**config.mk**
```make
export PLATFORM = sky130hd
export DESIGN_NAME = nco_phase_accum
export DESIGN_NICKNAME = d
export VERILOG_FILES = /design/src/rtl/nco_pkg.sv /design/src/rtl/cla_n_bit.sv /design/src/rtl/nco_phase_accum.sv
export SDC_FILE = /design/constraint.sdc
export NUM_CORES = 1
export LEC_CHECK = 0
export CORE_MARGIN = 2
export CORE_UTILIZATION = 38
export CTS_BUF_LIST = sky130_fd_sc_hd__clkbuf_2 sky130_fd_sc_hd__clkbuf_4 sky130_fd_sc_hd__clkbuf_8
export CTS_CLUSTER_SIZE = 30
export DETAILED_ROUTE_END_ITERATION = 8
export PLACE_DENSITY_LB_ADDON = 0.25
export SLEW_MARGIN = 20
export SYNTH_ARGS = -nofsm -noshare
export SYNTH_HDL_FRONTEND = slang
export SYNTH_SLANG_ARGS = --single-unit
```
**constraint.sdc**
```tcl
create_clock -name clk -period 3.2 [get_ports clk]
set_input_delay 0.32 -clock clk [delete_from_list [all_inputs] [get_ports clk]]
set_output_delay 0.32 -clock clk [all_outputs]
set_load 0.01 [all_outputs]
```
**src/rtl/nco_pkg.sv**
```systemverilog
// Shared constants and types for the NCO phase accumulator.
// NCO_WIDTH is the default accumulator/FCW width (multiple of 8); NCO_HALF is
// the width of each pipelined adder half (multiple of 4).
package nco_pkg;

    localparam int NCO_WIDTH = 32;
    localparam int NCO_HALF  = NCO_WIDTH / 2;

    typedef logic [NCO_WIDTH-1:0] phase_t;
    typedef logic [NCO_WIDTH-1:0] fcw_t;
    typedef logic [NCO_HALF-1:0]  half_t;

endpackage

```
**src/rtl/cla_n_bit.sv**
```systemverilog
// N-bit carry-lookahead adder built from 4-bit CLA slices plus a group
// lookahead over the slice propagate/generate terms.
// Ports:
//   a, b  in   N  addends
//   cin   in   1  carry in
//   sum   out  N  a + b + cin (mod 2^N)
//   cout  out  1  carry out of bit N-1
module cla_n_bit #(
    parameter int N = 16
) (
    input  logic [N-1:0] a,
    input  logic [N-1:0] b,
    input  logic         cin,
    output logic [N-1:0] sum,
    output logic         cout
);

    localparam int SLICES = N / 4;

    logic [N-1:0]      g;
    logic [N-1:0]      p;
    logic [N-1:0]      c;    // carry into each bit
    logic [SLICES-1:0] pg;   // slice group propagate
    logic [SLICES-1:0] gg;   // slice group generate
    logic [SLICES:0]   sc;   // carry into each slice

    assign g = a & b;
    assign p = a ^ b;

    for (genvar s = 0; s < SLICES; s++) begin : g_slice
        localparam int B = 4 * s;

        assign pg[s] = &p[B+3:B];
        assign gg[s] = g[B+3]
                     | (p[B+3] & g[B+2])
                     | (p[B+3] & p[B+2] & g[B+1])
                     | (p[B+3] & p[B+2] & p[B+1] & g[B]);

        // In-slice lookahead: every bit carry comes straight from the slice carry-in.
        assign c[B]   = sc[s];
        assign c[B+1] = g[B] | (p[B] & sc[s]);
        assign c[B+2] = g[B+1] | (p[B+1] & g[B]) | (p[B+1] & p[B] & sc[s]);
        assign c[B+3] = g[B+2] | (p[B+2] & g[B+1]) | (p[B+2] & p[B+1] & g[B])
                      | (p[B+2] & p[B+1] & p[B] & sc[s]);
    end

    // Group lookahead across slices.
    always_comb begin
        sc[0] = cin;
        for (int s = 0; s < SLICES; s++) begin
            sc[s+1] = gg[s] | (pg[s] & sc[s]);
        end
    end

    assign sum  = p ^ c;
    assign cout = sc[SLICES];

endmodule

```
**src/rtl/nco_phase_accum.sv**
```systemverilog
// NCO phase accumulator: each enabled cycle the phase advances by the FCW,
// modulo 2^WIDTH. The add is split into a low and a high half with a
// registered carry between them; the low half runs one step ahead, and the
// output pairs the high half with a delayed copy of the low half so the
// visible phase is always coherent (one step behind the low accumulator).
// Ports:
//   clk        in   1      clock, all state on posedge
//   rst        in   1      asynchronous active-high reset
//   en         in   1      advance enable
//   fcw_wr     in   1      load fcw_in into the FCW register
//   fcw_in     in   WIDTH  new frequency control word
//   phase_wr   in   1      load phase_in and restart the pipeline
//   phase_in   in   WIDTH  new phase value
//   phase_out  out  WIDTH  coherent accumulated phase (registered)
//   phase_vld  out  1      pipeline primed, phase_out advancing normally
//   rollover   out  1      one-cycle pulse when phase_out wrapped
module nco_phase_accum
    import nco_pkg::*;
#(
    parameter int WIDTH = NCO_WIDTH
) (
    input  logic             clk,
    input  logic             rst,
    input  logic             en,
    input  logic             fcw_wr,
    input  logic [WIDTH-1:0] fcw_in,
    input  logic             phase_wr,
    input  logic [WIDTH-1:0] phase_in,
    output logic [WIDTH-1:0] phase_out,
    output logic             phase_vld,
    output logic             rollover
);

    localparam int HALF = WIDTH / 2;

    logic [HALF-1:0] lo_acc;
    logic [HALF-1:0] lo_dly;
    logic [HALF-1:0] hi_acc;
    logic            carry_q;
    logic [HALF-1:0] fcw_lo;
    logic [HALF-1:0] fcw_hi;
    logic [HALF-1:0] fcw_hi_dly;   // fcw_hi that accompanied the pending low-half step
    logic            prime;        // high half not yet fed by a low-half step

    logic [HALF-1:0] lo_sum;
    logic            lo_cout;
    logic [HALF-1:0] hi_sum;
    logic            hi_cout;

    cla_n_bit #(.N(HALF)) u_lo_add (
        .a    (lo_acc),
        .b    (fcw_lo),
        .cin  (1'b0),
        .sum  (lo_sum),
        .cout (lo_cout)
    );

    cla_n_bit #(.N(HALF)) u_hi_add (
        .a    (hi_acc),
        .b    (fcw_hi_dly),
        .cin  (carry_q),
        .sum  (hi_sum),
        .cout (hi_cout)
    );

    // NOTE: state registers use non-blocking assignments so every update in
    // this block sees the pre-edge values (lo_dly <= lo_acc relies on this).
    always_ff @(posedge clk or posedge rst) begin
        if (rst) begin
            lo_acc     <= '0;
            lo_dly     <= '0;
            hi_acc     <= '0;
            carry_q    <= 1'b0;
            fcw_lo     <= '0;
            fcw_hi     <= '0;
            fcw_hi_dly <= '0;
            prime      <= 1'b1;
            rollover   <= 1'b0;
        end else begin
            if (fcw_wr) begin
                {fcw_hi, fcw_lo} <= fcw_in;
            end

            if (phase_wr) begin
                lo_acc     <= phase_in[HALF-1:0];
                lo_dly     <= phase_in[HALF-1:0];
                hi_acc     <= phase_in[WIDTH-1:HALF];
                carry_q    <= 1'b0;
                rollover   <= 1'b0;
                prime      <= 1'b1;
                fcw_hi_dly <= fcw_wr ? fcw_in[WIDTH-1:HALF] : fcw_hi;
            end else if (en) begin
                lo_acc     <= lo_sum;
                carry_q    <= lo_cout;
                lo_dly     <= lo_acc;
                fcw_hi_dly <= fcw_hi;
                prime      <= 1'b0;
                if (prime) begin
                    // First step after a load: only the low half moves.
                    rollover <= 1'b0;
                end else begin
                    hi_acc   <= hi_sum;
                    rollover <= hi_cout;
                end
            end else begin
                rollover <= 1'b0;
            end
        end
    end

    assign phase_out = {hi_acc, lo_dly};
    assign phase_vld = ~prime;

endmodule

```
# Word level (Yosys, flattened, before mapping)
# Index checks and enable logic that the tools add are counted.
# word_totals
regBits,99
latchBits,0
ramBits,0
romBits,0
in_bits,69
output_inout_bits,34
elab_cells,233
memories,0
# classes
n_addsub,0
mul,0
div_mod_pow,0
order_cmp,0
n_eq_ne,1
shift,0
mux,17
bitwise_logic,197
reduce_logical,9
# op_table
cell,n
16-bit 2-to-1 mux,10
1-bit AND,114
1-bit OR,76
16-bit XOR,4
16-bit AND,2
4-bit AND reduction,7
1-bit 2-to-1 mux,7
"2-bit != test, second input constant",1
2-bit AND reduction,1
2-bit nonzero test,1
1-bit inverter,1

# Depth between registers and ports, before layout
# depth
depth_word,16
depth_mapped,12
ltp_nobuf,12

# Hierarchy
# Synthesis repeated with hierarchy kept, for this count alone.
# unflattened
hier_cells,561
hier_area_um2,5733.0
# modules_own_cells
mod,n_inst,cells_each,area_each_um2,seq_area_each_um2
nco_phase_accum,1,391,4254.1,2478.6
cla_n_bit,2,85,739.5,0.0

# Worst setup path before layout
# Ideal clock, no wire load.
# synth_timing
path_type,reg-to-reg
from,reg hi_acc[0]
to,reg hi_acc[13]
setup_time_ns,0.133
arrival_ns,2.565
required_time_ns,3.067
setup_slack_ns,0.502
path_stages_with_launch,13
n_path_buf,0
synth_period_minus_slack_ns,2.698
path_cell_list,dfrtp_1 > ha_1 > a211oi_2 > o21bai_1 > nand3_1 > a21oi_1 > o21a_1 > or2_2 > fa_1 > xnor2_1 > nor2_1 > a21oi_1 > o21ai_0
# synth_via
elab_chain_cells,14
word_cells_on_any_way,17
cone_classes,3 x mux; 13 x bitwise; 1 x reduce/logical
# synth_lines
element,line,rtl
from (decl),nco_phase_accum.sv:38,logic [HALF-1:0] hi_acc;
from (signal assigned),nco_phase_accum.sv:87,hi_acc <= phase_in[WIDTH-1:HALF];
from (signal assigned),nco_phase_accum.sv:102,hi_acc <= hi_sum;
16-bit XOR or 16-bit AND (tied branches),"cla_n_bit.sv:28, cla_n_bit.sv:27",
4-bit AND reduction or 1-bit AND (tied branches),"cla_n_bit.sv:33, cla_n_bit.sv:37",
1-bit AND or 1-bit OR (tied branches),"cla_n_bit.sv:51, cla_n_bit.sv:37",
1-bit OR *,cla_n_bit.sv:51,sc[s+1] = gg[s] | (pg[s] & sc[s]);
1-bit AND *,cla_n_bit.sv:51,
1-bit OR *,cla_n_bit.sv:51,
1-bit AND *,cla_n_bit.sv:51,
1-bit OR *,cla_n_bit.sv:51,
1-bit AND *,cla_n_bit.sv:41,assign c[B+1] = g[B] | (p[B] & sc[s]);
1-bit OR *,cla_n_bit.sv:41,
16-bit XOR *,cla_n_bit.sv:55,assign sum = p ^ c;
16-bit 2-to-1 mux *,nco_phase_accum.sv:98,if (prime) begin
16-bit 2-to-1 mux *,nco_phase_accum.sv:92,end else if (en) begin
16-bit 2-to-1 mux *,nco_phase_accum.sv:84,if (phase_wr) begin
# Every way passes the cells marked *; elsewhere a longest branch is shown, timed or not. The select of a mux whose other input is x is not followed.
# A chain may end at the register's enable or synchronous reset.

# Final worst setup path
# layout_timing
from,reg lo_acc[1]
to,reg lo_acc[13]
# layout_via
elab_chain_cells,13
word_cells_on_any_way,16
cone_classes,2 x mux; 14 x bitwise
# layout_lines
element,line,rtl
from (decl),nco_phase_accum.sv:36,logic [HALF-1:0] lo_acc;
from (signal assigned),nco_phase_accum.sv:85,lo_acc <= phase_in[HALF-1:0];
from (signal assigned),nco_phase_accum.sv:93,lo_acc <= lo_sum;
16-bit AND or 16-bit XOR (tied branches),"cla_n_bit.sv:27, cla_n_bit.sv:28",
1-bit AND (on tied branches),"cla_n_bit.sv:36, cla_n_bit.sv:37",
1-bit OR or 1-bit AND (tied branches),"cla_n_bit.sv:36, cla_n_bit.sv:37",
1-bit OR *,cla_n_bit.sv:37,| (p[B+3] & p[B+2] & p[B+1] & g[B]);
1-bit AND *,cla_n_bit.sv:51,
1-bit OR *,cla_n_bit.sv:51,
1-bit AND *,cla_n_bit.sv:51,
1-bit OR *,cla_n_bit.sv:51,
1-bit AND *,cla_n_bit.sv:41,
1-bit OR *,cla_n_bit.sv:41,
16-bit XOR *,cla_n_bit.sv:55,
16-bit 2-to-1 mux *,nco_phase_accum.sv:92,
16-bit 2-to-1 mux *,nco_phase_accum.sv:84,
# Marked as above.

==> flow_summary.toml <==
[run_status]
status = "finished clean"

[power_and_ir_drop]
p_per_area_nw_per_um2 = 500
irDropWorstVdd_mv = 0.337
p_leak_nw = 2.94
p_total_w = 0.00339

[yosys]
synthTopCellsByArea = "dfrtp_1 (45%), mux2i_1 (7.9%), ha_1 (7.4%)"
synth_seq_cells = 99
synth-edff-count = 0
synth_top_area_cell = "dfrtp_1"
postSynthCellCount = 516
synthArstFlopShare = 1.00
yosysSeqAreaShare = 0.457
synth_ff_type = "dfrtp_1"
synth_top_area_frac = 0.453
synth_area_um2 = 5420
synth_nets = 625
syn_area_per_cell_um2 = 10.5
synth.most_common_cell = "dfrtp_1"
netlist_top_cells_count = "dfrtp_1 (98), a21oi_1 (46), o21ai_0 (44), mux2i_1 (43), nand2_1 (43)"
yosys_warnings = 0
synthDistinctLibCells = 52

[job]
drv_cap = 0

[routing]
drc_errors = 0
drtPass1Iterations = 4
dr.first_iter.drc_count = 193
vias_per_cell = 5.31
wl_per_cell_um = 16.1
num_vias = 4212
wirelength_um = 12800
ant_nets = 0

[setup_path]
required_ps = 3420
criticalPathCategory = "flip-flop to flip-flop"
endpoint_kind = "flip-flop"
crit_arrival_ps = 3160
startpoint_type = "flip-flop"
worstPathMaxFanout = 4

[final_layout]
diodes = 0
area_growth_syn_to_layout_pct = 25.1
drive_gt1_frac = 0.114
nNetsFinal = 720

[global_routing]
antenna_found_initial = 1
track_usage = 0.178
grt_max_degree = 87
grt-ovfl-total = 0
grt_pass1_vias = 4280
grt_pass1_wl_um = 20700

[cts]
clockRootBuffer = "clkbuf_8"
cts_tree = "built"
ctsHtreeMaxLevel = 3
ctsResizeCount = 0
cts.path.max_buffers = 2
insertion_delay_ps = 370
numCtsBuffers = 9
cts.sinks = 99
clk_pin_slew_ps = 80
cts_hold_buf = 0
cts_setup_buffers = 0

[placement]
dp_worst_setup_slack_ps = 256
hpwl_um = 9020
io_buffers = 102
gp_congestion = 0.793

[timing]
hold_violations = 0
fmax_mhz = 340
relSlewSlack = 0.406
setup-tns-final_ps = 0
setup-violations-final = 0
rsz0062_at_grt = "false"
post-route-period-util = 0.920
worst_slack_ps = 256
slew_viol_final = 0
holdWs_ps = 375
worst_slew_pin_slew_ps = 890
final.min_clock_period_ps = 2940
skew_ps = 10.7

[hold_path]
hold_path_class = "primary input to asynchronous set/reset pin"

[floorplan]
fp-row-count = 43
die_h_um = 123
die_w_um = 123
initial_core_util = 0.390
die-area_um2 = 15200
core_area_um2 = 13900
ios = 103
path summary, 6_finish.rpt:
| check | startpoint | to | slack (ps) | depth (start not counted) |
|---|---|---|---|---|
| setup / recovery | lo_acc[1] | lo_acc[13] | 260 | 12 |
| setup reg to reg | lo_acc[1] | lo_acc[13] | 260 | 12 |
| hold / removal | rst | fcw_hi[14] | 380 | 2 |
| hold reg to reg | fcw_lo[5] | fcw_lo[5] | 530 | 1 |
| max in group asynchronous | rst | hi_acc[11] | 2120 | 3 |
| min in group clk | phase_wr | lo_dly[15] | 380 | 3 |
flip-flops by register name (all words and copies together) (netlist names):
signal / cells
fcw_hi: 16
fcw_hi_dly: 16
fcw_lo: 16
hi_acc: 16
lo_acc: 16
lo_dly: 16
carry_q: 1
prime: 1
rollover: 1
worst max-delay path: stages (launching register included):
cell and delay [ps]:
dfrtp_1 430, ha_1 330, a211oi_2 230, o21bai_2 140, a32oi_2 320, a21boi_0 230, o21ai_0 210, nand2b_1 100
fa_1 390, xnor2_1 170, nor2_1 50, a21oi_1 100, o21ai_0 80
power by group:
part           switching (W)  leakage [nW]  total (W)  internal [W]
Sequential          0.000135          1.16    0.00155       0.00141
Combinational       0.000548          1.69    0.00112      0.000568
Clock               0.000408        0.0857   0.000726      0.000319
Total                0.00109          2.94    0.00339       0.00230
final cells by class:
class,count,area (um2)
clock buffer,13,160
fill,1293,7100
inverter,13,51.3
multi-input combinational,379,2800
sequential,99,2480
tap,180,225
timing repair buffer,109,1070
stage by stage:
step | cell area [um2] | utilization | instances
3_3_place_gp | 6620 | 0.477 | 780
2_1_floorplan | 5420 | - | 516
3_5_place_dp | 6620 | 0.477 | 780
4_1_cts | 6780 | 0.489 | 793
6_report | 6780 | 0.489 | 793
5_1_grt | 6780 | 0.489 | 793
cell usage in the layout (no fill, tap or decap), drive strengths merged, types with 4 or more instances in the layout:
cell	n
dfrtp	98
mux2	32
clkdlybuf4s50	99
and3	4
or3	4
nand3	9
nor3	10
mux2i	43
a21o	6
buf	10
nand2	43
o21ai	45
fa	8
ha	32
xnor2	8
a21oi	47
inv	11
a211oi	8
clkbuf	13
nor2	35
nor4	10
routing by layer:
layer  vias up  global-route usage  part of all wire
met1      2051               0.221              0.44
met4         2              0.0511             0.011
met2       101               0.298              0.49
met5         -                   0            0.0010
li1       2045                   -                 -
met3        13              0.0540             0.054
kinds of logic after synthesis:
| group | count (synthesis) | synth area share |
|---|---|---|
| mux | 75 | 0.146 |
| xor+xnor | 9 | 0.0145 |
| flops | 99 | 0.457 |
| buf+inv | 38 | 0.0268 |
| compound gates | 123 | 0.136 |
| fa+ha+maj | 40 | 0.103 |
| simple gates | 132 | 0.116 |
No activity file was read; power rests on OpenSTA's default activity.
